--- config.mk ---
export PLATFORM = sky130hd
export DESIGN_NAME = regfile_port_arbiter
export DESIGN_NICKNAME = d
export VERILOG_FILES = /design/src/rtl/regfile_arb_pkg.sv /design/src/rtl/rr_arbiter.sv /design/src/rtl/regfile_port_arbiter.sv
export SDC_FILE = /design/constraint.sdc
export NUM_CORES = 1
export LEC_CHECK = 0
export CORE_AREA = 3 3 145 147
export CTS_CLUSTER_SIZE = 12
export DETAILED_ROUTE_END_ITERATION = 10
export DIE_AREA = 0 0 148 150
export GPL_ROUTABILITY_DRIVEN = 0
export HOLD_SLACK_MARGIN = 0.03
export PLACE_DENSITY = 0.62
export SYNTH_ARGS = -nofsm -noshare
export SYNTH_HDL_FRONTEND = slang
export SYNTH_SLANG_ARGS = --single-unit
--- constraint.sdc ---
create_clock -name clk -period 4.6 [get_ports clk]
set_input_delay 0.92 -clock clk [delete_from_list [all_inputs] [get_ports clk]]
set_output_delay 0.92 -clock clk [all_outputs]
set_load 0.05 [all_outputs]
--- src/rtl/regfile_arb_pkg.sv ---
// regfile_arb_pkg: shared widths and request/response records for the register file port arbiter
package regfile_arb_pkg;
    localparam int RF_ADDR_W  = 4;
    localparam int RF_DATA_W  = 32;
    localparam int RF_NUM_REQ = 4;
    typedef struct packed {
        logic [1:0]           read_en;
        logic [RF_ADDR_W-1:0] raddr_0;
        logic [RF_ADDR_W-1:0] raddr_1;
        logic                 write_en;
        logic [RF_ADDR_W-1:0] waddr;
        logic [RF_DATA_W-1:0] wdata;
    } rf_req_t;
    typedef struct packed {
        logic                 valid;
        logic [RF_DATA_W-1:0] rdata_0;
        logic [RF_DATA_W-1:0] rdata_1;
    } rf_rsp_t;
endpackage

--- src/rtl/rr_arbiter.sv ---
// rr_arbiter: one-hot grant to the first valid requester at or above the pointer, wrapping around
module rr_arbiter #(
    parameter int  NUM_REQ = 4,
    localparam int ID_W    = $clog2(NUM_REQ)
) (
    input  logic [NUM_REQ-1:0] i_valid,
    input  logic [ID_W-1:0]    i_ptr,
    output logic [NUM_REQ-1:0] o_grant,
    output logic [ID_W-1:0]    o_idx,
    output logic               o_any
);
    logic [NUM_REQ-1:0] w_rot;
    logic [ID_W-1:0]    w_off;
    logic [ID_W:0]      w_sum;
    // rotate so the pointer position lands at bit 0, then take the lowest set bit
    assign w_rot = NUM_REQ'({i_valid, i_valid} >> i_ptr);
    always_comb begin
        w_off = '0;
        for (int k = NUM_REQ - 1; k >= 0; k--) w_off = w_rot[k] ? ID_W'(k) : w_off;
    end
    assign w_sum   = {1'b0, i_ptr} + {1'b0, w_off};
    assign o_any   = |i_valid;
    assign o_idx   = !o_any ? '0 :
                     w_sum >= (ID_W+1)'(NUM_REQ) ? ID_W'(w_sum - (ID_W+1)'(NUM_REQ)) : w_sum[ID_W-1:0];
    assign o_grant = o_any ? NUM_REQ'(1) << o_idx : '0;
endmodule

--- src/rtl/regfile_port_arbiter.sv ---
// regfile_port_arbiter: round-robin owner of the register file ports with a registered read response.
// Define RF_ARB_FWD_EN to return the granted request's own write data on a same-address read.
module regfile_port_arbiter
    import regfile_arb_pkg::*;
#(
    parameter int  NUM_REQ = RF_NUM_REQ,
    parameter int  ADDR_W  = RF_ADDR_W,
    parameter int  DATA_W  = RF_DATA_W,
    localparam int ID_W    = $clog2(NUM_REQ)
) (
    input  logic                      clk,
    input  logic                      reset_n,
    input  logic [NUM_REQ-1:0]        req_valid,
    output logic [NUM_REQ-1:0]        req_ready,
    input  logic [2*NUM_REQ-1:0]      req_read_en,
    input  logic [ADDR_W*NUM_REQ-1:0] req_raddr_0,
    input  logic [ADDR_W*NUM_REQ-1:0] req_raddr_1,
    input  logic [NUM_REQ-1:0]        req_write_en,
    input  logic [ADDR_W*NUM_REQ-1:0] req_waddr,
    input  logic [DATA_W*NUM_REQ-1:0] req_wdata,
    output logic                      rsp_valid,
    output logic [ID_W-1:0]           rsp_id,
    output logic [DATA_W-1:0]         rsp_rdata_0,
    output logic [DATA_W-1:0]         rsp_rdata_1,
    output logic [1:0]                rf_read_en,
    output logic [ADDR_W-1:0]         rf_raddr_0,
    output logic [ADDR_W-1:0]         rf_raddr_1,
    output logic                      rf_write_en,
    output logic [ADDR_W-1:0]         rf_waddr,
    output logic [DATA_W-1:0]         rf_wdata,
    input  logic [DATA_W-1:0]         rf_rdata_0,
    input  logic [DATA_W-1:0]         rf_rdata_1
);
    logic [NUM_REQ-1:0] w_valid;
    logic [NUM_REQ-1:0] w_grant;
    logic [ID_W-1:0]    w_idx;
    logic               w_any;
    logic [ID_W-1:0]    r_ptr;
    logic [ID_W-1:0]    r_rsp_id;
    rf_req_t            w_req [NUM_REQ];
    rf_req_t            w_sel;
    rf_rsp_t            r_rsp;
    logic               w_hit_0;
    logic               w_hit_1;
    logic [DATA_W-1:0]  w_rd_0;
    logic [DATA_W-1:0]  w_rd_1;

    for (genvar i = 0; i < NUM_REQ; i++) begin : g_req
        assign w_req[i] = '{read_en:  req_read_en[2*i +: 2],
                            raddr_0:  req_raddr_0[ADDR_W*i +: ADDR_W],
                            raddr_1:  req_raddr_1[ADDR_W*i +: ADDR_W],
                            write_en: req_write_en[i],
                            waddr:    req_waddr[ADDR_W*i +: ADDR_W],
                            wdata:    req_wdata[DATA_W*i +: DATA_W]};
    end

    // masking valids during reset keeps grants and register file writes off
    assign w_valid = reset_n ? req_valid : '0;

    rr_arbiter #(.NUM_REQ(NUM_REQ)) u_rr (
        .i_valid (w_valid),
        .i_ptr   (r_ptr),
        .o_grant (w_grant),
        .o_idx   (w_idx),
        .o_any   (w_any)
    );

    assign req_ready   = w_grant;
    assign w_sel       = w_any ? w_req[w_idx] : '0;
    assign rf_read_en  = w_sel.read_en;
    assign rf_raddr_0  = w_sel.raddr_0;
    assign rf_raddr_1  = w_sel.raddr_1;
    assign rf_write_en = w_sel.write_en;
    assign rf_waddr    = w_sel.waddr;
    assign rf_wdata    = w_sel.wdata;

`ifdef RF_ARB_FWD_EN
    assign w_hit_0 = w_sel.write_en && w_sel.waddr == w_sel.raddr_0;
    assign w_hit_1 = w_sel.write_en && w_sel.waddr == w_sel.raddr_1;
`else
    assign w_hit_0 = 1'b0;
    assign w_hit_1 = 1'b0;
`endif

    assign w_rd_0 = !w_sel.read_en[0] ? '0 : w_hit_0 ? w_sel.wdata : rf_rdata_0;
    assign w_rd_1 = !w_sel.read_en[1] ? '0 : w_hit_1 ? w_sel.wdata : rf_rdata_1;

    always_ff @(posedge clk) begin
        if (!reset_n) begin
            r_ptr    <= '0;
            r_rsp    <= '0;
            r_rsp_id <= '0;
        end else begin
            if (w_any) r_ptr <= w_idx == ID_W'(NUM_REQ - 1) ? '0 : w_idx + 1'b1;
            r_rsp    <= '{valid: w_any, rdata_0: w_rd_0, rdata_1: w_rd_1};
            r_rsp_id <= w_idx;
        end
    end

    assign rsp_valid   = r_rsp.valid;
    assign rsp_id      = r_rsp_id;
    assign rsp_rdata_0 = r_rsp.rdata_0;
    assign rsp_rdata_1 = r_rsp.rdata_1;
endmodule

Word-level counts from Yosys, hierarchy flattened
Cells that the tools add are included.

Add/subtract/negate cells: 3. $lt $le $gt $ge: 2. Eq/ne operators: 1. Shifts and indexed selects: 2. Mux-type cells: 13. Bitwise operators: 1. Reductions and logical operators: 3.

Operators by type and width (count): 47-bit two-way mux (3); 47-bit binary-select mux with 2-bit select (1); 2-bit two-way mux (7); 4-bit two-way mux (2); 8-bit by 2-bit >> shifter with 4-bit output (1); 3-bit >= comparator, second input constant (2); 2-bit AND reduction (2); 4-bit OR reduction (1); 1-bit by 2-bit << shifter with 4-bit output, first input constant (1); 2-bit by 2-bit adder with 3-bit output (1); 2-bit inverter with 3-bit output (1); 2-bit by 1-bit adder with 2-bit output, second input constant (1); 2-bit equality test, second input constant (1); 2-bit by 1-bit subtractor with 2-bit output, second input constant (1).

Bits in registers: 69. Bits of input ports: 258. Output and inout bits: 118.

Depth between registers and ports, before layout
Gate-level depths: netlist of run 1.

Depth after elaboration: 16. Gate-level depth with buffers: 15.

Modules after synthesis
From an unflattened synthesis of run 1, not the netlist that was laid out.

Cells, all modules: 532. Area total of the unflattened synthesis: 4951.0 um^2.

Modules (own cells, without submodules): regfile_port_arbiter (times used 1, cells an instance 495, area an instance 4650.7 um^2); rr_arbiter (times used 1, cells an instance 37, area an instance 300.3 um^2).

Least setup slack after synthesis of run 1
Ideal clock, no wire load.

Kind: in2out. Start point: input port req_valid[0]. End point: output port rf_wdata[1]. Arrival: 3.634 ns. Setup slack: 0.046 ns. Cell stages on the path: 10. Path buffers: 3. Path through: buf_6 -> or4_1 -> o2111ai_1 -> and2_1 -> ha_1 -> clkbuf_1 -> clkbuf_1 -> mux2_2 -> nand2_1 -> mux2i_1.

Cells in the longest elaborated chain, start to end: 15.

RTL lines: start: declaration (RTL line regfile_port_arbiter.sv:13) `input logic [NUM_REQ-1:0] req_valid,`; 4-bit two-way mux * (RTL line regfile_port_arbiter.sv:58) `assign w_valid = reset_n ? req_valid : '0;`; 8-bit by 2-bit >> shifter with 4-bit output (RTL line rr_arbiter.sv:16) `assign w_rot = NUM_REQ'({i_valid, i_valid} >> i_ptr);`; 2-bit two-way mux (4 in a row) (RTL line rr_arbiter.sv:19) `for (int k = NUM_REQ - 1; k >= 0; k--) w_off = w_rot[k] ? ID_W'(k) : w_off;`; 2-bit by 2-bit adder with 3-bit output (RTL line rr_arbiter.sv:21) `assign w_sum = {1'b0, i_ptr} + {1'b0, w_off};`; 3-bit >= comparator / 2-bit by 1-bit subtractor with 2-bit output (equally long branches) (RTL line rr_arbiter.sv:24) `w_sum >= (ID_W+1)'(NUM_REQ) ? ID_W'(w_sum - (ID_W+1)'(NUM_REQ)) : w_sum[ID_W-1:0];`; 2-bit two-way mux (RTL line rr_arbiter.sv:24); 2-bit two-way mux (RTL line rr_arbiter.sv:23) `assign o_idx = !o_any ? '0 :`; 2-bit inverter with 3-bit output (implied by the code) (RTL line regfile_port_arbiter.sv:69) `assign w_sel = w_any ? w_req[w_idx] : '0;`; 47-bit binary-select mux with 2-bit select (RTL line regfile_port_arbiter.sv:69); 47-bit two-way mux (implied by the code) (2 in a row) (RTL line regfile_port_arbiter.sv:69); 47-bit two-way mux * (RTL line regfile_port_arbiter.sv:69); end: declaration (RTL line regfile_port_arbiter.sv:30) `output logic [DATA_W-1:0] rf_wdata,`.

Every way passes the cells marked *; elsewhere a longest branch is shown, timed or not. The select of a mux whose other input is x is not followed.

Worst setup path in the final report of run 1
Start point: input port req_valid[0]. End point: output port rf_wdata[12].

The elaborated chain is that of the path after synthesis.

==> results of run 1 <==
## cell families after synthesis
logic type / Yosys count / share of synthesized area
and+or+nand+nor: 248 / 0.226
AOI/OAI and AO/OA: 13 / 0.0199
adders and majority gates: 5 / 0.0118
DFF: 69 / 0.261
buffers and inverters: 67 / 0.0668
muxes: 206 / 0.414
## cell usage in the layout (no fill, tap or decap), types with 8 or more instances in the layout
| cell type | synthesis | routed |
|---|---|---|
| mux2_2 | 92 | 92 |
| dfxtp_1 | 69 | 69 |
| mux2i_2 | 0 | 16 |
| nand3_2 | 10 | 10 |
| clkbuf_16 | 0 | 10 |
| nand2_1 | 95 | 95 |
| buf_4 | 7 | 17 |
| and2_1 | 8 | 8 |
| buf_12 | 0 | 56 |
| mux2i_1 | 112 | 95 |
| clkdlybuf4s50_1 | 0 | 322 |
| nand3_1 | 119 | 119 |
## area by class of cell
class / instances / area [um2] / area share
repair buffers: 398 / 4520 / 0.442
multi-input cells: 472 / 3640 / 0.356
flip-flops and latches: 69 / 1380 / 0.135
well taps: 270 / 338 / 0.0330
clock buffers: 11 / 253 / 0.0247
clock inverters: 5 / 81.3 / 0.00795
inverters: 3 / 12.5 / 0.00122
## sequential cells by signal, indices dropped and copies added, names as in the netlist
register and flops:
r_ptr 2, rsp_rdata_1 32, rsp_rdata_0 32, rsp_id 2
rsp_valid 1
## per-layer routing
layer	part of all wire	vias to the layer above	GRT usage
met3	0.077	15	0.0515
met4	0.016	0	0.0397
met5	0	-	0
met2	0.51	230	0.318
li1	-	2842	-
met1	0.39	2631	0.214
## Yosys cell counts
master and n:
a211o_1 1, a21o_1 1, a21oi_1 1, a31oi_1 1, and2_1 8, and2_4 1, and3b_1 1, buf_1 3
buf_2 8, buf_4 7, buf_6 7, buf_8 1, clkbuf_1 38, clkinv_2 1, dfxtp_1 69, ha_1 5
inv_1 2, mux2_2 92, mux2_4 2, mux2i_1 112, nand2_1 95, nand2b_1 2, nand3_1 119, nand3_2 10
nor2_1 6, nor2b_1 3, nor3_1 1, nor3b_1 1, o2111ai_1 1, o211a_1 1, o211ai_1 1, o211ai_2 1
o21ai_0 2, o32ai_1 2, o41a_1 1, or4_1 1
## metrics by stage
step	setup slack (ns)	power [mW]	instance area, um2	util
finish	0.0600	3.29	10200	0.511
global route	-0.0103	3.43	10200	0.511
CTS	0.0316	3.30	10100	0.505
detailed placement	0.0486	2.51	9790	0.488
global placement	0.0905	2.51	9790	0.488
floorplan	0.0464	1.70	5280	-
## repair_timing
action,in CTS,in global routing
buffers inserted,0,1
endpoints found under the setup margin,0,40
gates resized for setup,0,20
## worst reg2reg max path, cell delays in order (launching register included)
cell	delay [ns]
dfxtp_1	0.44
or4_1	0.56
o2111ai_1	0.11
and2_1	0.19
ha_4	0.14
inv_1	0.04
a211o_1	0.27
o211ai_4	0.18
buf_4	0.86
mux2i_1	0.42
## worst max path at each step
stage                             from       endpoint  slack (ns)  depth (start not counted)
final                     req_valid[0]   rf_wdata[12]        0.06                         11
after global routing      req_valid[0]  rf_read_en[0]       -0.01                         12
after CTS                 req_valid[3]    rf_wdata[7]        0.03                         12
after detailed placement  req_valid[3]  rf_read_en[0]        0.05                         12
after global placement    req_valid[3]  rf_raddr_0[3]        0.09                         12
after floorplan           req_valid[0]    rf_wdata[1]        0.05                         10
## report_power, final
part | internal (mW) | switching (mW)
clock | 0.505 | 0.265
sequential | 0.655 | 0.0181
combinational | 0.891 | 0.957
==> qor.yml, run 1 <==
status: "complete, no violations"
cts_tree: "done"
wl_mm: 21.5
start_util: 0.264
dr.pass1.iters: 4
dieWidth_um: 148
min_path_cells: 2
clock_path_buffers: 2
rows: 52
cap_violations: 0
diodes: 0
dp_cells: 1210
grt_pass1_wl_mm: 31.3
clk_pin_slew_ns: 0.06
tns_ns: 0
dp_hpwl_mm: 16.5
n_fill_cell: 1922
synth_top_area_share: 0.261
postRouteAntennaNets: 0
syn_inst: 608
hold_viol_final: 0
syn_nets: 871
tightest_slew_ns: 1.13
synth_area_mm2: 0.00528
fmax_ghz: 0.220
grt_max_degree: 145
clk_latency_ns: 0.33
critPathTopFamily: "buffers and inverters"
hp-start: "r_ptr[1]"
nNetsFinal: 1216
yosysSeqAreaShare: 0.261
critical-path-max-stage-delay_ns: 0.53
rsz0062_at_grt: "true"
yosysWarningCount: 0
regToRegEndpoint: "rsp_rdata_0[25]"
dr_total_vias: 5718
clock_sink_count: 69
end_kind: "output port"
wire_per_inst_um: 17.5
dieArea_mm2: 0.0222
drive_above_1_share: 0.227
period_needed_ns: 4.54
die_y_um: 150
numCtsBuffers: 9
worstRegToRegCells: 9
power.static_leakage_nw: 3.98
h-tree-depth: 3
synthTopCellsByArea: "dfxtp_1 (26%), mux2i_1 (21%), mux2_2 (20%), nand3_1 (11%), nand2_1 (6.8%)"
cp_cell_sequence: "clkdlybuf4s50_1 -> or4_1 -> o2111ai_1 -> and2_1 -> ha_4 -> inv_1 -> a211o_1 -> o211ai_4 -> clkbuf_16 -> mux2i_2 -> buf_12"
p_per_area_mw_per_mm2: 322
ioPinCount: 376
syn-mean-instance-area_um2: 8.69
slew_violations: 0
period_share: 0.987
required_ns: 3.68
worstReg2RegStart: "r_ptr[0]"
ctsHoldBuffers: 0
min_path_type: "reg -> reg"
antenna_found_initial: 0
syn2layout_area_growth_pct: 93.7
setup_violations: 0
r2r_slack_ns: 1.30
overflow: 0
cp.arrival_ns: 3.62
grt.total_usage: 0.179
hold_ws_ns: 0.601
ys_types: 36
core_area_mm2: 0.0200
startpoint_type: "input port"
crit_fanout: 8
drc: 0
port_buffers: 375
drt_iter0_markers: 247
ys_ff_latch: 69
path_class: "in -> out"
peakVddDrop_uv: 181
yosys.area.top_type: "dfxtp_1"
grt_pass1_vias: 5438
fin_skew_ns: 0.00654
cts_root_buffer: "clkbuf_16"
drt-vias-per-instance: 4.66
final_cells: 1228
path_buf_inv: 4
worstHoldEndpoint: "r_ptr[1]"
cpMaxStageDelayCell: "or4_1"
relSlewSlack: 0.245
Power figures use the tool's default switching activity.
==> run 2, diff against run 1 <==
CORE_AREA = 3 3 147 149   (was 3 3 145 147)
DIE_AREA = 0 0 150 152   (was 0 0 148 150)
PLACE_DENSITY = 0.59   (was 0.62)
SYNTH_HIERARCHICAL = 1   (was default)
==> qor.yml, run 2 <==
status: "complete, no violations"
r2r_slack_ns: 1.37  # +0.07 ns
period_needed_ns: 4.35  # -0.188 ns
rsz0062_at_grt: "false"
nNetsFinal: 1147  # -5.7%
drt-vias-per-instance: 5.16  # +11%
swShare: 0.472  # +0.0957
peakVddDrop_uv: 330  # +82%
drive_above_1_share: 0.253  # +0.0268
syn_inst: 532  # -13%
fmax_ghz: 0.230  # +4.3%
cap_violations: 0  # unchanged
grt_pass1_vias: 5852  # +7.6%
hp-start: "r_ptr[0]"
pwr-share-clk: 0.097  # -0.137
dp_hpwl_mm: 19.1  # +16%
yosysSeqAreaShare: 0.279  # +0.0175
tightest_slew_ns: 1.10  # -0.0289 ns
p_comb_frac: 0.799  # +0.237
min_path_cells: 2  # unchanged
final_common_cell: "clkdlybuf4s50_1"
start_util: 0.244  # -0.0197
power_switching_mw: 3.46  # +180%
wl_mm: 26.2  # +22%
synthTopCellsByArea: "dfxtp_1 (28%), mux2i_1 (19%), o22ai_1 (14%), nand4b_1 (11%), nand4_1 (8.1%)"
cts_root_buffer: "clkbuf_16"
synth_async_sr_flop_share: 0  # unchanged
synth_flop_cell: "dfxtp_1"
ys_types: 37  # +2.8%
setup_violations: 0  # unchanged
wire_per_inst_um: 22.5  # +28%
min_path_type: "reg -> reg"
synth_top_area_share: 0.279  # +0.0175
dieWidth_um: 150  # +1.4%
cp.arrival_ns: 3.43  # -0.19 ns
cts_tree: "done"
synth.most_common_cell: "o22ai_1"
worstRegToRegCells: 11  # +2
dr.pass1.iters: 6  # +2
required_ns: 3.68  # about the same
startpoint_type: "input port"
h-tree-depth: 3  # unchanged
synth-edff-count: 0  # unchanged
syn2layout_area_growth_pct: 121
numCtsBuffers: 9  # unchanged
clock_path_buffers: 2  # unchanged
yosysWarningCount: 6  # +6
p_per_area_mw_per_mm2: 670  # +110%
port_buffers: 375  # unchanged
power_mw: 7.33  # +120%
die_y_um: 152  # +1.3%
place_area_mm2: 0.0100  # +2.7%
antenna_found_initial: 2  # +2
power.internal_mw: 3.87  # +88%
syn_nets: 792  # -9.1%
ys_ff_latch: 69  # unchanged
fin_skew_ns: 0.00800  # +0.00146 ns
clock_sink_count: 69  # unchanged
power_frac_seq: 0.104  # -0.101
postRouteAntennaNets: 0  # unchanged
regToRegEndpoint: "r_ptr[1]"
worstReg2RegStart: "r_ptr[1]"
synth_area_mm2: 0.00495  # -6.3%
n_fill_cell: 1723  # -10%
final_cell_mix: "clkdlybuf4s50_1 (319), dfxtp_1 (69), nand4b_1 (64), nand4_1 (64), o22ai_1 (64)"
crit_fanout: 8  # unchanged
relSlewSlack: 0.264  # +0.0193
slew_violations: 0  # unchanged
overflow: 0  # unchanged
rows: 52  # unchanged
dr_total_vias: 6011  # +5.1%
clk_pin_slew_ns: 0.05  # about the same
end_kind: "output port"
worstHoldEndpoint: "r_ptr[0]"
design_area_mm2: 0.0109  # +7.0%
hold_viol_final: 0  # unchanged
syn-mean-instance-area_um2: 9.31  # +7.1%
grt_max_degree: 131  # -9.7%
ctsHoldBuffers: 0  # unchanged
power.static_leakage_nw: 3.72  # -6.4%
period_share: 0.946  # -0.0408
drt_iter0_markers: 216  # -13%
ioPinCount: 376  # unchanged
grt.total_usage: 0.213  # +0.0340
grt_pass1_wl_mm: 37.3  # +19%
synth_common_cells: "o22ai_1 (111), mux2i_1 (95), dfxtp_1 (69), nand4_1 (64), nand4b_1 (64)"
core_area_mm2: 0.0203  # +1.3%
dieArea_mm2: 0.0228  # +2.7%
drc: 0  # unchanged
path_class: "in -> out"
yosys.area.top_type: "dfxtp_1"
clk_latency_ns: 0.34  # about the same
-- run 2: layout make-up --
type,instances,area [um2],share of cell area
repair buffers,422,4830,0.441
multi-input cells,383,4080,0.373
flip-flops and latches,69,1380,0.126
well taps,270,338,0.0309
clock buffers,11,243,0.0222
clock inverters,5,60.1,0.00549
inverters,2,10.0,0.000914
diodes,2,5.00,0.000457
-- run 2: kinds of logic (layout without fill, tap and decap cells) --
group / count (synthesis) / after routing / share of synthesized area
AOI/OAI and AO/OA: 120 / 120 / 0.159
xor gates and xnor gates: 2 / 2 / 0.00354
adders and majority gates: 2 / 2 / 0.00505
buffers and inverters: 81 / 440 / 0.110
DFF: 69 / 69 / 0.279
muxes: 101 / 102 / 0.216
other: 0 / 2 / 0
and+or+nand+nor: 157 / 157 / 0.226
-- run 2: worst max-delay path by stage --
stage / cells after the start / startpoint / end / slack, ns
after floorplan: 17 / reset_n / rf_wdata[11] / 0.004
after global placement: 15 / req_valid[2] / rf_wdata[14] / -0.12
after detailed placement: 15 / req_valid[2] / rf_wdata[14] / -0.18
after CTS: 14 / req_valid[0] / rf_wdata[5] / -0.02
after global routing: 15 / reset_n / rf_wdata[14] / 0.15
final: 15 / reset_n / rf_wdata[14] / 0.25
-- run 2: routing by layer --
layer / global-route usage / vias to the layer above / wire length, um
li1: - / 2863 / -
met1: 0.243 / 2866 / 9840
met2: 0.363 / 243 / 13100
met3: 0.0754 / 39 / 2350
met4: 0.0793 / 0 / 945
met5: 0 / - / 0
-- run 2: what timing repair did --
item,CTS,global route
pin swaps,2,9
buffers inserted,2,2
resized for setup,57,29
endpoints found under the hold margin,0,0
cloned,4,3
setup endpoints to repair,47,48
-- run 2: worst max-delay path, cell delays in order --
cell       delay (ns)
buf_4            0.14
and2_4           0.17
nor2_2           0.11
a2bb2oi_2        0.14
o211ai_1         0.11
o21a_1           0.15
ha_4             0.18
xnor2_4          0.18
nor2_4           0.08
mux2_8           0.42
buf_12           0.18
buf_8            0.13
mux2i_4          0.18
o22ai_4          0.17
buf_12           0.16
-- run 2: metrics by stage --
stage / instances / setup slack [ns] / util / setup TNS [ns] / hold WS (ns)
4_1_cts: 1158 / -0.0199 / 0.530 / -0.119 / 0.612
6_report: 1164 / 0.248 / 0.539 / 0 / 0.610
3_5_place_dp: 1136 / -0.177 / 0.495 / -4.27 / 0.572
5_1_grt: 1164 / 0.150 / 0.539 / 0 / 0.671
3_3_place_gp: 1136 / -0.125 / 0.495 / -2.31 / 0.578
2_1_floorplan: 532 / 0.00421 / - / 0 / 0.462
-- run 2: power groups by stage --
stage / logic [mW] / registers [mW] / clock network, mW
final: 5.85 / 0.764 / 0.712
after global routing: 6.06 / 0.777 / 0.762
after CTS: 5.75 / 0.765 / 0.734
after detailed placement: 5.36 / 0.772 / 0
after global placement: 5.35 / 0.772 / 0
after floorplan: 3.07 / 1.15 / 0
